$ cat config.mk
export PLATFORM = sky130hd
export DESIGN_NAME = cls_recovery_ctrl
export DESIGN_NICKNAME = d
export VERILOG_FILES = /design/src/rtl/cls_pkg.sv /design/src/rtl/cls_window_timer.sv /design/src/rtl/cls_recovery_ctrl.sv
export SDC_FILE = /design/constraint.sdc
export NUM_CORES = 1
export LEC_CHECK = 0
export ABC_AREA = 1
export BUFFER_PORTS_ARGS = -buffer_cell sky130_fd_sc_hd__buf_2
export CAP_MARGIN = 25
export CORE_MARGIN = 2
export CORE_UTILIZATION = 54
export DETAILED_ROUTE_END_ITERATION = 16
export GPL_TIMING_DRIVEN = 0
export PLACE_DENSITY = 0.8
export SYNTH_ARGS = -nofsm -noshare
export SYNTH_HDL_FRONTEND = slang
export SYNTH_SLANG_ARGS = --single-unit
$ cat constraint.sdc
create_clock -name clk -period 2.25 [get_ports clk]
set_input_delay 0.225 -clock clk [delete_from_list [all_inputs] [get_ports clk]]
set_output_delay 0.225 -clock clk [all_outputs]
set_load 0.03 [all_outputs]
$ cat src/rtl/cls_pkg.sv
// Purpose: shared types and constants for the lockstep-cluster recovery sequencer.
// Latency: n/a (declarations only).
// Backpressure: n/a (declarations only).
package cls_pkg;

  // Width of the accepted-fault counter exposed on retry_cnt_o.
  localparam int CLS_RETRY_W = 4;

  // Recovery sequencer states; encoding is visible to debug tooling, keep it fixed.
  typedef enum logic [1:0] {
    HOLD   = 2'd0,
    SETTLE = 2'd1,
    RUN    = 2'd2,
    FAILED = 2'd3
  } cls_rec_state_t;

endpackage

$ cat src/rtl/cls_window_timer.sv
// Purpose: loadable up-counter that pulses expire on its last value and wraps to 0.
// Latency: expire is combinational from the count register; clear/count take effect next edge.
// Backpressure: none; counts only while count_en is high, clear has priority.
module cls_window_timer
  import cls_pkg::*;
#(
  parameter int LIMIT = 65536
) (
  input  logic clk,
  input  logic rst,
  input  logic count_en,
  input  logic clear,
  output logic expire
);

  localparam int W = $clog2(LIMIT);
  localparam logic [W-1:0] LAST = W'(LIMIT - 1);

  logic [W-1:0] cnt_q;

  assign expire = count_en && (cnt_q == LAST);

  // Count while enabled; reload to zero on clear or after the last value.
  always_ff @(posedge clk or posedge rst) begin
    if (rst) begin
      cnt_q <= '0;
    end else if (clear) begin
      cnt_q <= '0;
    end else if (count_en) begin
      if (cnt_q == LAST) begin
        cnt_q <= '0;
      end else begin
        cnt_q <= cnt_q + 1'b1;
      end
    end
  end

endmodule

$ cat src/rtl/cls_recovery_ctrl.sv
// Purpose: resets the triple-lockstep cluster on divergence, masks compare while it restarts, parks it after too many retries.
// Latency: one cycle from fault_i in RUN to fault_evt_o / core_rst_no low; all outputs registered.
// Backpressure: none; fault_i is a level sampled only in RUN. Build option CLS_FAULT_LOG_EN adds the fault timestamp log.
module cls_recovery_ctrl
  import cls_pkg::*;
#(
  parameter int HOLD_CYCLES   = 16,
  parameter int SETTLE_CYCLES = 4,
  parameter int MAX_RETRIES   = 3,
  parameter int WINDOW_CYCLES = 65536
) (
  input  logic                   clk,
  input  logic                   rst,
  input  logic                   fault_i,
  input  logic                   clear_i,
  input  logic                   fetch_enable_i,
  output logic                   core_rst_no,
  output logic                   fetch_en_o,
  output logic                   cmp_mask_o,
  output logic                   fault_evt_o,
  output logic [CLS_RETRY_W-1:0] retry_cnt_o,
  output logic                   failed_o,
  output logic [31:0]            last_fault_ts_o
);

  // HOLD and SETTLE never overlap, so one phase counter sized for the longer one serves both.
  localparam int PH_MAX = (HOLD_CYCLES > SETTLE_CYCLES) ? HOLD_CYCLES : SETTLE_CYCLES;
  localparam int PH_W   = $clog2(PH_MAX + 1);
  localparam logic [PH_W-1:0]        HOLD_LAST   = PH_W'(HOLD_CYCLES - 1);
  localparam logic [PH_W-1:0]        SETTLE_LAST = PH_W'(SETTLE_CYCLES - 1);
  localparam logic [CLS_RETRY_W-1:0] RETRY_MAX   = CLS_RETRY_W'(MAX_RETRIES);

  cls_rec_state_t         state_q;
  cls_rec_state_t         state_nx;
  logic [PH_W-1:0]        phase_q;
  logic [PH_W-1:0]        phase_nx;
  logic [CLS_RETRY_W-1:0] retry_nx;
  logic                   fault_acc;
  logic                   clear_acc;
  logic                   win_expire;
  logic                   cores_live_nx;

  // Retry window: counts RUN cycles, restarts on every accepted fault and on software clear.
  cls_window_timer #(
    .LIMIT(WINDOW_CYCLES)
  ) u_window (
    .clk      (clk),
    .rst      (rst),
    .count_en (state_q == RUN),
    .clear    (fault_acc | clear_acc),
    .expire   (win_expire)
  );

  // Next-state, phase and retry budget; a fault in the expiry cycle beats the window refill.
  always_comb begin
    state_nx  = state_q;
    phase_nx  = phase_q;
    retry_nx  = retry_cnt_o;
    fault_acc = 1'b0;
    clear_acc = 1'b0;
    case (state_q)
      HOLD: begin
        if (phase_q == HOLD_LAST) begin
          state_nx = SETTLE;
          phase_nx = '0;
        end else begin
          phase_nx = phase_q + 1'b1;
        end
      end
      SETTLE: begin
        if (phase_q == SETTLE_LAST) begin
          state_nx = RUN;
          phase_nx = '0;
        end else begin
          phase_nx = phase_q + 1'b1;
        end
      end
      RUN: begin
        if (fault_i) begin
          fault_acc = 1'b1;
          phase_nx  = '0;
          if (retry_cnt_o < RETRY_MAX) begin
            retry_nx = retry_cnt_o + 1'b1;
            state_nx = HOLD;
          end else begin
            state_nx = FAILED;
          end
        end else if (win_expire) begin
          retry_nx = '0;
        end
      end
      FAILED: begin
        if (clear_i) begin
          clear_acc = 1'b1;
          retry_nx  = '0;
          phase_nx  = '0;
          state_nx  = HOLD;
        end
      end
      default: begin
        state_nx = HOLD;
        phase_nx = '0;
      end
    endcase
  end

  assign cores_live_nx = (state_nx == SETTLE) || (state_nx == RUN);

  // State, phase counter and retry budget registers.
  always_ff @(posedge clk or posedge rst) begin
    if (rst) begin
      state_q     <= HOLD;
      phase_q     <= '0;
      retry_cnt_o <= '0;
    end else begin
      state_q     <= state_nx;
      phase_q     <= phase_nx;
      retry_cnt_o <= retry_nx;
    end
  end

  // Outputs are decoded from the next state so a fault is reflected one edge later.
  always_ff @(posedge clk or posedge rst) begin
    if (rst) begin
      core_rst_no <= 1'b0;
      fetch_en_o  <= 1'b0;
      cmp_mask_o  <= 1'b1;
      fault_evt_o <= 1'b0;
      failed_o    <= 1'b0;
    end else begin
      core_rst_no <= cores_live_nx;
      fetch_en_o  <= cores_live_nx && fetch_enable_i;
      cmp_mask_o  <= (state_nx != RUN);
      fault_evt_o <= fault_acc;
      failed_o    <= (state_nx == FAILED);
    end
  end

`ifdef CLS_FAULT_LOG_EN
  logic [31:0] ts_cnt_q;

  // Free-running cycle stamp; wraps naturally at 2^32.
  always_ff @(posedge clk or posedge rst) begin
    if (rst) begin
      ts_cnt_q <= '0;
    end else begin
      ts_cnt_q <= ts_cnt_q + 32'd1;
    end
  end

  // Capture the stamp of every accepted fault, including the one that parks the cluster.
  always_ff @(posedge clk or posedge rst) begin
    if (rst) begin
      last_fault_ts_o <= '0;
    end else if (fault_acc) begin
      last_fault_ts_o <= ts_cnt_q;
    end
  end
`else
  assign last_fault_ts_o = 32'd0;
`endif

endmodule

== Yosys cells after proc, flatten, opt, wreduce, memory -nomap -nowiden ==
Cells that the tools add are included.

* Register bits after elaboration: 32
* Logic and storage cells: 59
* Input port bits: 5
* Output and inout port bits: 41

* Magnitude comparators: 1
* Reductions and logical operators: 8
* Bitwise gates (word level): 1
* $add $sub $neg: 3
* Mux-type cells: 23
* Equal/unequal tests: 14

{| class="wikitable"
|+ Operator list
! operator !! number
|-
| $mux 16 || 3
|-
| $mux 5 || 4
|-
| $pmux 5 s4 || 1
|-
| $add 16x1->16 const B || 1
|-
| $eq 16x16->1 const B || 1
|-
| $mux 4 || 4
|-
| $mux 2 || 5
|-
| $eq 2x2->1 const B || 4
|-
| $pmux 2 s4 || 1
|-
| $pmux 4 s2 || 1
|-
| $ne 2x2->1 const B || 3
|-
| $ne 3x3->1 const B || 2
|-
| $add 5x1->5 const B || 1
|-
| $eq 5x2->1 const B || 1
|-
| $eq 5x4->1 const B || 1
|-
| $add 4x1->4 const B || 1
|-
| $eq 2x1->1 const B || 2
|-
| $lt 4x2->1 const B || 1
|-
| $mux 1 || 4
|-
| $reduce_and 4->1 || 1
|-
| $reduce_bool 2->1 || 2
|-
| $logic_and 1x1->1 || 2
|-
| $logic_not 2->1 || 1
|-
| $reduce_and 2->1 || 1
|-
| 2 further kinds || 2
|}

== Logic depth before layout (Yosys ltp) ==
Gate-level depths: netlist (run 1).

* Depth in word-level cells: 7
* Depth in mapped cells: 11
* Gate-level depth less buffers: 11

== Modules after synthesis ==
From an unflattened synthesis (run 1), not the netlist that was laid out.

* Cell total of the unflattened synthesis: 267
* Area, all modules: 2075.7 um^2

{| class="wikitable"
|+ Modules (own cells, without submodules)
! module !! times used !! area each (um^2) !! cells each !! sequential area each (um^2)
|-
| cls_recovery_ctrl || 1 || 1116.1 || 140 || 401.6
|-
| cls_window_timer || 1 || 959.7 || 127 || 400.4
|}

== Worst setup path before layout (run 1) ==
No wires, ideal clock.

* Kind: register -> register
* Start: reg retry_cnt_o[0]
* End: reg fetch_en_o
* Path buffers: 0
* Period minus slack after synthesis: 1.677 ns
* Setup slack: 0.573 ns
* Stages on the path, launching flop included: 9
* Required time: 2.137 ns
* Arrival: 1.564 ns
* Setup time: 0.113 ns
* Cells stage by stage: dfrtp_1 -> ha_1 -> nor2_1 -> nand2_1 -> a31oi_1 -> o31ai_1 -> ha_1 -> nand2_1 -> inv_1

* Cells in the longest elaborated chain, start to end: 7
* Elaborated cells between the ends (all ways): 8
* Those cells by class: 1 x order compare; 2 x eq/ne; 3 x mux; 2 x reduce/logical

{| class="wikitable"
|+ Ends and longest elaborated chain
! element !! RTL line !! source
|-
| start: declaration || cls_recovery_ctrl.sv:21 || <nowiki>output logic [CLS_RETRY_W-1:0] retry_cnt_o,</nowiki>
|-
| start signal: assignment || cls_recovery_ctrl.sv:118 || <nowiki>retry_cnt_o <= retry_nx;</nowiki>
|-
| $lt 4x2->1 * || cls_recovery_ctrl.sv:82 || <nowiki>if (retry_cnt_o < RETRY_MAX) begin</nowiki>
|-
| $mux 2 * || cls_recovery_ctrl.sv:82 ||
|-
| $mux 2 * || cls_recovery_ctrl.sv:79 || <nowiki>if (fault_i) begin</nowiki>
|-
| $pmux 2 s4 * || cls_recovery_ctrl.sv:61 || <nowiki>case (state_q)</nowiki>
|-
| named net state_nx[1] || cls_recovery_ctrl.sv:34 || <nowiki>cls_rec_state_t state_nx;</nowiki>
|-
| $eq 2x1->1 or $eq 2x2->1 (tied branches) || cls_recovery_ctrl.sv:107 || <nowiki>assign cores_live_nx = (state_nx == SETTLE) || (state_nx == RUN);</nowiki>
|-
| $logic_or 1x1->1 * || cls_recovery_ctrl.sv:107 ||
|-
| named net cores_live_nx || cls_recovery_ctrl.sv:41 || <nowiki>logic cores_live_nx;</nowiki>
|-
| $logic_and 1x1->1 * || cls_recovery_ctrl.sv:132 || <nowiki>fetch_en_o <= cores_live_nx && fetch_enable_i;</nowiki>
|-
| end signal: assignment || cls_recovery_ctrl.sv:132 ||
|-
| end: declaration || cls_recovery_ctrl.sv:18 || <nowiki>output logic fetch_en_o,</nowiki>
|}

Mark *: on every way through the listed nets, which the timed path passes. The rest lies on a longest branch.
A chain may end at the register's enable or synchronous reset.

== Final worst setup path (run 1) ==
* Start: reg state_q[0]
* End: reg fetch_en_o

* Cells in the longest elaborated chain, start to end: 5
* Elaborated cells between the ends (all ways): 13
* Those cells by class: 5 x eq/ne; 5 x mux; 3 x reduce/logical

{| class="wikitable"
|+ Ends and longest elaborated chain
! element !! RTL line !! source
|-
| start: declaration || cls_recovery_ctrl.sv:33 || <nowiki>cls_rec_state_t state_q;</nowiki>
|-
| start signal: assignment || cls_recovery_ctrl.sv:116 || <nowiki>state_q <= state_nx;</nowiki>
|-
| $eq 2x2->1, or another cell as far along || cls_recovery_ctrl.sv:61 ||
|-
| $pmux 2 s4 * || cls_recovery_ctrl.sv:61 ||
|-
| named net state_nx[0] || cls_recovery_ctrl.sv:34 ||
|-
| $eq 2x1->1 or $eq 2x2->1 (tied branches) || cls_recovery_ctrl.sv:107 ||
|-
| $logic_or 1x1->1 * || cls_recovery_ctrl.sv:107 ||
|-
| named net cores_live_nx || cls_recovery_ctrl.sv:41 ||
|-
| $logic_and 1x1->1 * || cls_recovery_ctrl.sv:132 ||
|}

Marks and branches as above.

==> results of run 1 <==
-- stage by stage --
step / total power, W / instances
final: 0.002180 / 360
after global routing: 0.002345 / 360
after CTS: 0.002198 / 360
after detailed placement: 0.001640 / 352
after global placement: 0.001613 / 351
after floorplan: 0.001466 / 290
-- final cells by class --
type	count	area, um2	area share [%]
multi-input cells	191	969.7	40.22
flip-flops and latches	32	802.0	33.26
plain buffers	34	259.0	10.74
inverters	33	128.9	5.345
repair buffers	14	80.08	3.321
clock buffers	5	68.82	2.854
well taps	48	60.06	2.491
clock inverters	3	42.54	1.764
-- cell families (layout without fill, tap and decap cells) --
kind of cell,Yosys count,in the layout,synth area share [%]
AO/OA/AOI/OAI,25,25,9.002
flip-flops,32,32,39.25
XOR/XNOR,5,5,2.143
adder cells (fa/ha/maj),7,7,4.286
buffers and inverters,67,89,18.98
other,1,32,0.1835
AND/OR/NAND/NOR,122,122,26.15
-- routing by layer --
layer	track usage (%)	wire [um]
met4	10.16	73
met2	30.61	1618
met3	3.596	188
met1	26.23	1722
met5	0	0
-- power by group --
group          internal [W]  switching (W)
sequential         0.000707      0.0000940
combinational      0.000284       0.000544
clock              0.000327       0.000224
total               0.00132       0.000862
-- worst max path at each step --
stage | start | end | slack [ps]
CTS | phase_q[0]$_DFFE_PP0P_ | fetch_en_o$_DFF_PP0_ | 520
global route | state_q[0]$_DFF_PP0_ | fetch_en_o$_DFF_PP0_ | 360
finish | state_q[0]$_DFF_PP0_ | fetch_en_o$_DFF_PP0_ | 520
detailed placement | phase_q[0]$_DFFE_PP0P_ | fetch_en_o$_DFF_PP0_ | 530
floorplan | retry_cnt_o[0]$_DFFE_PP0P_ | fetch_en_o$_DFF_PP0_ | 570
global placement | state_q[1]$_DFF_PP0_ | fetch_en_o$_DFF_PP0_ | 580
-- layout by cell type (no fill, tap or decap), types with 3 or more instances in the layout --
master	n
a21oi_1	5
buf_2	13
buf_4	33
clkbuf_8	5
conb_1	32
dfrtp_1	31
ha_1	7
inv_1	30
nand2_1	50
nand2_2	5
nand3_1	13
nand4_1	3
nor2_1	40
nor2_2	6
o21ai_0	5
xor2_1	5
-- synthesized netlist by cell type --
cell type,count,share of area (%)
nor2_2,6,1.8
nand4_2,1,0.61
nor3_1,2,0.49
o21bai_4,1,0.92
inv_1,30,5.5
ha_1,7,4.3
a21oi_1,5,1.2
buf_6,1,0.55
a21oi_2,2,0.86
nand4_1,3,0.92
nand2_4,1,0.55
o22ai_1,2,0.61
clkinv_4,1,0.43
nor2_1,40,7.3
o21ai_4,1,0.80
a31oi_1,1,0.31
o21ai_2,1,0.43
nand3_2,1,0.49
a21boi_0,1,0.37
xor2_1,5,2.1
dfstp_2,1,1.3
o31ai_1,1,0.37
o21bai_1,2,0.73
buf_4,33,12
o211ai_1,2,0.73
nand3_1,13,3.2
nand2_1,50,9.2
inv_2,2,0.37
o21ai_0,5,1.2
dfrtp_1,31,38
conb_1,1,0.18
a22o_1,1,0.43
nand2_2,5,1.5
-- flip-flops by register name, summed over array words and instances, names as in the netlist --
name            cells
phase_q             5
fault_evt_o         1
failed_o            1
fetch_en_o          1
retry_cnt_o         4
state_q             2
core_rst_no         1
cmp_mask_o          1
u_window.cnt_q     16
==> flow_summary.yaml, run 1 <==
sta:
  hold_slack_ps: 49.61
  slew_violations: 0
  fin_skew_ps: 2.350
  relSlewSlack_pct: 51.99
  finalHoldViolCount: 0
  rsz0062_at_grt: "no"
  fin_crit_sh_pct: 76.87
  setup_viol: 0
  fin_tns_setup_ps: 0
  fin_crit_ps: 1730
  layout_setup_ws_ps: 520.3
  worstMarginPinSlew_ps: 719.4
  fmax_ghz: 0.5781
pwr:
  p_leak_nw: 1.287
  power_density_nw_per_um2: 904.2
  peakVddDrop_mv: 0.6038
clocking:
  cts_max_path_buffers: 2
  clkTransAtPathRegs_ps: 70
  clock_latency_ps: 280
  cts_made_buffers: 5
  cts_tree: "built"
  htreeDepth: 2
  ctsHoldBuffers: 0
  post_cts_resized: 0
  clkSinkCount: 32
  post_cts_buffers: 0
  cts_root_buffer: "clkbuf_8"
floorplan:
  die_area_um2: 4292
  num_rows: 22
  pin_count: 46
  initial_core_util_pct: 55.81
  core_um2: 3661
  die_height_um: 65.51
  die_x_um: 65.51
synth:
  synth-seq-cells: 32
  syn_area_um2: 2043
  avgSynthCellArea_um2: 7.889
  yosys_warnings: 0
  yosysSeqAreaShare_pct: 39.25
  yosysUniqueCellTypes: 33
  synth_cells: 259
critical_path:
  cpPeakStageDelay_ps: 460
  crit_cells: 10
  cp_max_fo: 5
  reg2reg_depth: 10
  cp_top_family: "simple AND/OR/NAND/NOR gates"
  r2r_end: "fetch_en_o$_DFF_PP0_"
  cpMaxStageDelayCell: "dfrtp_1"
  cp_cell_sequence: "inv_2 -> nand2_1 -> nor2_1 -> nand2_1 -> o211ai_1 -> nand2_1 -> inv_1 -> ha_1 -> nand2_1 -> inv_1"
  cp_common_cell: "nand2_1"
  reg2reg_slack_ps: 520
  rr_startpoint: "state_q[0]$_DFF_PP0_"
  arrival_ps: 1920
  cp-start-kind: "flip-flop"
  worstPathRequired_ps: 2440
  critical_path_class: "reg -> reg"
  worst-path-buf-inv: 3
  cp-end-kind: "flip-flop"
global_route:
  grt_overflow: 0
  antenna_found_initial: 0
  grt_pass1_wl_mm: 6.423
  grt_pass1_vias: 1478
  track_usage_pct: 19.67
  grt_start_max_net_pins: 20
detailed_routing:
  first_pass_iters: 4
  vias: 1612
  routed_wl_mm: 3.603
  drc: 0
  viasPerCell: 4.478
  drtAntennaViolNets: 0
  drt_iter0_drc: 35
  routedWlPerCell_um: 10.01
worst_hold_path:
  hold_path_class: "in -> async"
placement:
  place.port_buffers: 13
  dpl.hpwl_mm: 2.818
  placed_area_um2: 2300
  dp_slack_ps: 525.7
  finalWeightedCongestion: 0.8611
final_layout:
  synthToLayoutAreaGrowth_pct: 18.00
  drive_gt1_share_pct: 25.32
  fillers: 337
  fin_util_pct: 65.86
  layout.nets: 323
  antenna_cells: 0
  design_area_um2: 2411
status:
  status: "finished clean"
flow_run:
  drv_cap: 0
Note: power is estimated with default switching activity, not from simulation.
==> run 2, diff against run 1 <==
==> constraint.sdc (replaced) <==
create_clock -name clk -period 1.6 [get_ports clk]
set_input_delay 0.16 -clock clk [delete_from_list [all_inputs] [get_ports clk]]
set_output_delay 0.16 -clock clk [all_outputs]
set_load 0.03 [all_outputs]
==> run 2 against run 1 <==
Against the previous run:
- the run now ends with setup timing left
- clock power increased by 17%
- sequential share of layout area down 3.0 points
- wire length increased by 17%
- largest cell class unchanged
==> flow_summary.yaml, run 2 (synthesis gave the netlist of run 1 again) <==
status:
  status: "finished with violations"
  violations: "setup timing"
detailed_routing:
  drtAntennaViolNets: 0
  vias: 1768
  first_pass_iters: 4
  drt_iter0_drc: 107
  routedWlPerCell_um: 11.14
  routed_wl_mm: 4.199
  drc: 0
  viasPerCell: 4.690
clocking:
  cts_root_buffer: "clkbuf_8"
  cts_tree: "built"
  clkSinkCount: 32
  cts_made_buffers: 5
  clkTransAtPathRegs_ps: 80
  clock_latency_ps: 300
  htreeDepth: 2
  cts_max_path_buffers: 2
sta:
  fin_skew_ps: 8.945
  layout_setup_ws_ps: -6.913
  finalHoldViolCount: 0
  setup_viol: 1
  fmax_ghz: 0.6223
  slew_violations: 0
  hold_slack_ps: 60.60
  rsz0062_at_grt: "yes"
  fin_crit_sh_pct: 100.4
  fin_crit_ps: 1607
final_layout:
  fillers: 276
  synthToLayoutAreaGrowth_pct: 30.13
  layout_commonest_cell: "buf_4"
  reg_top3: "u_window.cnt_q: 16 flops, phase_q: 5 flops, retry_cnt_o: 4 flops"
  layout_common_cells: "48 x buf_4, 45 x nand2_1, 35 x nor2_1"
  register_area_um2: 805.8
  layout.nets: 340
  drive_gt1_share_pct: 34.95
  largest_register: "u_window.cnt_q"
  antenna_cells: 0
  multi_input_area_um2: 1081
  largest_reg_flops: 16
critical_path:
  cp-end-kind: "flip-flop"
  arrival_ps: 1810
  critical_path_class: "reg -> reg"
  cp-start-kind: "flip-flop"
  worstPathRequired_ps: 1800
  cp_max_fo: 3
global_route:
  grt_start_max_net_pins: 24
  grt_pass1_wl_mm: 6.665
  antenna_found_initial: 0
  track_usage_pct: 20.51
  grt_pass1_vias: 1578
  grt_overflow: 0
placement:
  finalWeightedCongestion: 0.8277
  place.port_buffers: 13
  dpl.hpwl_mm: 2.745
floorplan:
  core_um2: 3661
  initial_core_util_pct: 55.81
  num_rows: 22
  die_area_um2: 4292
  die_x_um: 65.51
  pin_count: 46
  die_height_um: 65.51
pwr:
  power_density_nw_per_um2: 1291
  peakVddDrop_mv: 1.062
  p_leak_nw: 1.364
  power.total_w: 0.003432
flow_run:
  drv_cap: 0
worst_hold_path:
  hold_path_class: "in -> reg"
-- run 2: cell types whose count changed in the layout (fill, tap and decap cells not counted), moves of 4 or more --
cell | previous run | this run
nor2_1 | 40 | 35
buf_4 | 33 | 48
nand2_1 | 50 | 45
nand2_2 | 5 | 9
-- run 2: power by group --
| part | internal (W) | switching, W | leakage, nW |
|---|---|---|---|
| logic | 0.000673 | 0.000966 | 0.898 |
| clock network | 0.000308 | 0.000337 | 0.0404 |
| registers | 0.000999 | 0.000149 | 0.426 |
-- run 2: cell type report --
cell class / instances / share of cell area, %
plain buffers: 34 / 9.882
clock buffers: 5 / 2.588
repair buffers: 31 / 8.376
clock inverters: 3 / 0.8941
inverters: 33 / 5.035
multi-input cells: 191 / 40.66
well taps: 48 / 2.259
flip-flops and latches: 32 / 30.31
-- run 2: layer usage --
metal / vias to the layer above / track usage, % / wire length (um)
met5: - / 0 / 0
met4: 0 / 10.16 / 82
met3: 8 / 5.822 / 211
met2: 56 / 34.44 / 2141
met1: 820 / 24.00 / 1763
li1: 884 / - / -
-- run 2: final timing paths --
kind / startpoint / slack (ps) / endpoint / cells past startpoint
hold reg to reg: u_window.cnt_q[14]$_DFFE_PP0P_ / 520 / u_window.cnt_q[14]$_DFFE_PP0P_ / 2
max in group asynchronous: rst / 670 / cmp_mask_o$_DFF_PP1_ / 4
setup reg to reg: retry_cnt_o[0]$_DFFE_PP0P_ / -7 / fetch_en_o$_DFF_PP0_ / 10
hold / removal: fetch_enable_i / 60 / fetch_en_o$_DFF_PP0_ / 3
min in group asynchronous: rst / 400 / u_window.cnt_q[8]$_DFFE_PP0P_ / 3
setup / recovery: retry_cnt_o[0]$_DFFE_PP0P_ / -7 / fetch_en_o$_DFF_PP0_ / 10
-- run 2: worst max-delay path, cell delays in order (launching register included) --
cell and delay (ps):
dfrtp_2 440, ha_4 180, nor2_4 100, nand2_2 100
nand2_1 80, o211ai_1 110, nand2_2 110, inv_2 60
ha_4 240, nand2_1 50, inv_1 40
-- run 2: through the flow --
stage	utilization, %	worst slack, ps	cell area [um2]	instances	TNS [ps]
after global routing	72.62	-94.64	2659	377	-94.64
after floorplan	-	0.1544	2170	290	0
after CTS	69.48	0.7691	2544	368	0
after detailed placement	63.43	-194.0	2322	352	-297.3
after global placement	62.68	-92.48	2295	351	-109.4
final	72.62	-6.913	2659	377	-6.913
-- run 2: what timing repair did --
item,CTS,global route
pin swaps,4,9
hold buffers,1,0
endpoints found under the hold margin,9,0
gates resized for setup,16,11
setup buffers,7,9
setup endpoints to repair,3,15
==> run 3, diff against run 2 <==
--- a/config.mk
+++ b/config.mk
@@ -5,14 +5,14 @@
 export SDC_FILE = /design/constraint.sdc
 export NUM_CORES = 1
 export LEC_CHECK = 0
-export ABC_AREA = 1
 export BUFFER_PORTS_ARGS = -buffer_cell sky130_fd_sc_hd__buf_2
 export CAP_MARGIN = 25
+export CORE_ASPECT_RATIO = 0.6
 export CORE_MARGIN = 2
-export CORE_UTILIZATION = 54
+export CORE_UTILIZATION = 53
 export DETAILED_ROUTE_END_ITERATION = 16
 export GPL_TIMING_DRIVEN = 0
-export PLACE_DENSITY = 0.8
+export PLACE_DENSITY = 0.79
 export SYNTH_ARGS = -nofsm -noshare
 export SYNTH_HDL_FRONTEND = slang
 export SYNTH_SLANG_ARGS = --single-unit
==> run 3 against run 2 <==
Against the previous run:
- the run still ends with setup timing left
- wire length down 1.3%
- via count decreased by 12%
- non-clock buffer count is 12 higher
- largest cell class unchanged
- largest power group unchanged
- highest routed layer unchanged
==> flow_summary.yaml, run 3 <==
clocking:
  clkSinkCount: 32
  cts_max_path_buffers: 2
  htreeDepth: 2
  clkTransAtPathRegs_ps: 70
  clock_latency_ps: 290
  cts_tree: "built"
  cts_root_buffer: "clkbuf_8"
  cts_made_buffers: 5
final_layout:
  synthToLayoutAreaGrowth_pct: 36.70
  largest_reg_flops: 16
  fillers: 236
  layout.nets: 279
  multi_input_area_um2: 1002
  design_area_um2: 2559
  largest_register: "u_window.cnt_q"
  drive_gt1_share_pct: 41.79
  layout_commonest_cell: "buf_4"
  antenna_cells: 0
  reg_top3: "u_window.cnt_q: 16 flops, phase_q: 5 flops, retry_cnt_o: 4 flops"
  register_area_um2: 807.0
  layout_common_cells: "57 x buf_4, 32 x conb_1, 27 x dfrtp_1"
floorplan:
  die_area_um2: 4039
  core_um2: 3323
  die_x_um: 80.72
  die_height_um: 50.04
  initial_core_util_pct: 56.33
  pin_count: 46
  num_rows: 16
synth:
  synth_area_leader_cell: "dfrtp_1"
  synth_commonest_cells: "32 x buf_4, 31 x dfrtp_1, 11 x a21oi_1"
  synth_area_leaders: "dfrtp_1 41%, buf_4 13%, ha_1 4.7%, a21oi_1 2.9%, o21ai_0 2.7%"
  yosysSeqAreaShare_pct: 42.85
  synthAdderAreaFrac_pct: 4.679
  synth-seq-cells: 32
  synth_simple_gate_area_share_pct: 19.72
  synth_cells: 190
  synth_compound_area_share_pct: 12.83
  avgSynthCellArea_um2: 9.852
  ys.flop_type: "dfrtp_1"
  synth_top_cell_area_share_pct: 41.44
  synthMuxAreaShare_pct: 1.136
  yosysUniqueCellTypes: 41
  synth-xor-area-share_pct: 2.340
  synth_top_family_by_area: "simple AND/OR/NAND/NOR gates"
  async_flop_share_pct: 100.0
  yosysMostFrequentCell: "buf_4"
  yosys_warnings: 0
  synth_enable_flop_cells: 0
  syn_area_um2: 1872
detailed_routing:
  vias: 1563
  met2_wirelength_mm: 1.854
  routedWlPerCell_um: 13.24
  wl_met1_mm: 1.952
  top_layer_used: "met4"
  drtAntennaViolNets: 0
  drt_iter0_drc: 59
  drc: 0
  viasPerCell: 4.994
  routed_wl_mm: 4.145
  first_pass_iters: 6
  wl_met3_um: 266
critical_path:
  startpoint: "state_q[0]$_DFF_PP0_"
  cp-end-kind: "flip-flop"
  arrival_ps: 1990
  rr_startpoint: "state_q[0]$_DFF_PP0_"
  cp_max_fo: 7
  worstPathRequired_ps: 1780
  cp-start-kind: "flip-flop"
  critical_path_class: "reg -> reg"
sta:
  slew_violations: 0
  fin_skew_ps: 5.416
  finalHoldViolCount: 0
  worstMarginPinSlew_ps: 569.8
  fmax_ghz: 0.5522
  rsz0062_at_grt: "yes"
  fin_tns_setup_ps: -771.5
  relSlewSlack_pct: 61.97
  layout_setup_ws_ps: -210.8
  fin_crit_sh_pct: 113.2
  fin_crit_ps: 1811
  setup_viol: 8
global_route:
  antenna_found_initial: 0
  grt_start_max_net_pins: 21
  grt_pass1_wl_mm: 6.092
  grt_overflow: 0
  grt_pass1_vias: 1328
  track_usage_pct: 20.27
worst_hold_path:
  worstHoldStart: "fetch_enable_i"
  hold_path_class: "in -> reg"
placement:
  finalWeightedCongestion: 0.7747
  placed_area_um2: 2190
  dpl.hpwl_mm: 2.634
  place.port_buffers: 13
  dp_slack_ps: -251.5
pwr:
  clockPowerShare_pct: 18.6
  p_comb_share_pct: 47.4
  peakVddDrop_mv: 1.054
  swShare_pct: 38.15
  p_int_w: 0.002142
  p_leak_nw: 1.282
  pwr-share-seq_pct: 34.0
  power_density_nw_per_um2: 1354
  power.total_w: 0.003464
  p_sw_w: 0.001321
status:
  status: "finished with violations"
  violations: "setup timing"
flow_run:
  drv_cap: 0
[run 3: cell types whose count changed after synthesis, sizes merged, moves of 4 or more]
cell / delta
nor2: -36
and3: +4
inv: -26
or4: +4
nand3: -7
a21oi: +5
nand2: -46
or3: +4
and2: +5
[run 3: cell families after synthesis]
group,Yosys count
fa+ha+maj,7
other cells,1
flops,32
compound gates,37
xor+xnor,5
buf+inv,44
simple gates,62
mux,2
[run 3: worst paths after layout]
| path | slack, ps | depth (start not counted) | endpoint |
|---|---|---|---|
| max | -210 | 6 | fetch_en_o$_DFF_PP0_ |
| max in group asynchronous | 620 | 4 | u_window.cnt_q[0]$_DFFE_PP0P_ |
| min | 90 | 2 | fetch_en_o$_DFF_PP0_ |
| min in group asynchronous | 470 | 3 | core_rst_no$_DFF_PP0_ |
| max reg2reg | -210 | 6 | fetch_en_o$_DFF_PP0_ |
| min reg2reg | 550 | 1 | u_window.cnt_q[2]$_DFFE_PP0P_ |
[run 3: timing repair]
| item | in CTS | in global routing |
|---|---|---|
| hold buffers | 1 | 0 |
| cloned | 0 | 0 |
| pin swaps | 7 | 8 |
| setup buffers | 14 | 11 |
| setup endpoints to repair | 23 | 21 |
| gates resized for setup | 13 | 7 |
| hold endpoints to repair | 11 | 0 |
[run 3: cell type report]
type | count | area share, %
sequential | 32 | 31.54
clock buffer | 8 | 3.521
inverter | 6 | 0.8802
tap | 45 | 2.200
buffer | 37 | 11.20
multi-input combinational | 145 | 39.17
timing repair buffer | 40 | 11.49
[run 3: power groups by stage]
stage | clock network [W] | logic (W) | registers, W
4_1_cts | 0.000644 | 0.00144 | 0.00114
3_3_place_gp | 0 | 0.00112 | 0.00114
6_report | 0.000645 | 0.00164 | 0.00118
3_5_place_dp | 0 | 0.00117 | 0.00115
2_1_floorplan | 0 | 0.000810 | 0.00125
5_1_grt | 0.000686 | 0.00178 | 0.00119
[run 3: per-stage QoR]
stage                     util [%]  cells  hold WS [ps]
after floorplan                  -    221         275.3
after global placement       65.06    279         375.6
after detailed placement     65.89    280         241.2
after CTS                    73.57    302         88.62
after global routing         77.00    313         86.36
final                        77.00    313         85.32
[run 3: worst max-delay path, cell delays in order, from the launching register on]
cell,delay [ps]
dfrtp_1,440
nand2b_1,210
and3_2,270
a21oi_1,200
o21ai_2,120
ha_1,320
and2_1,140
[run 3: layer usage]
layer	up-vias	GRT usage, %
met3	10	7.509
met5	-	0
li1	766	-
met4	0	7.627
met2	46	27.64
met1	741	29.07
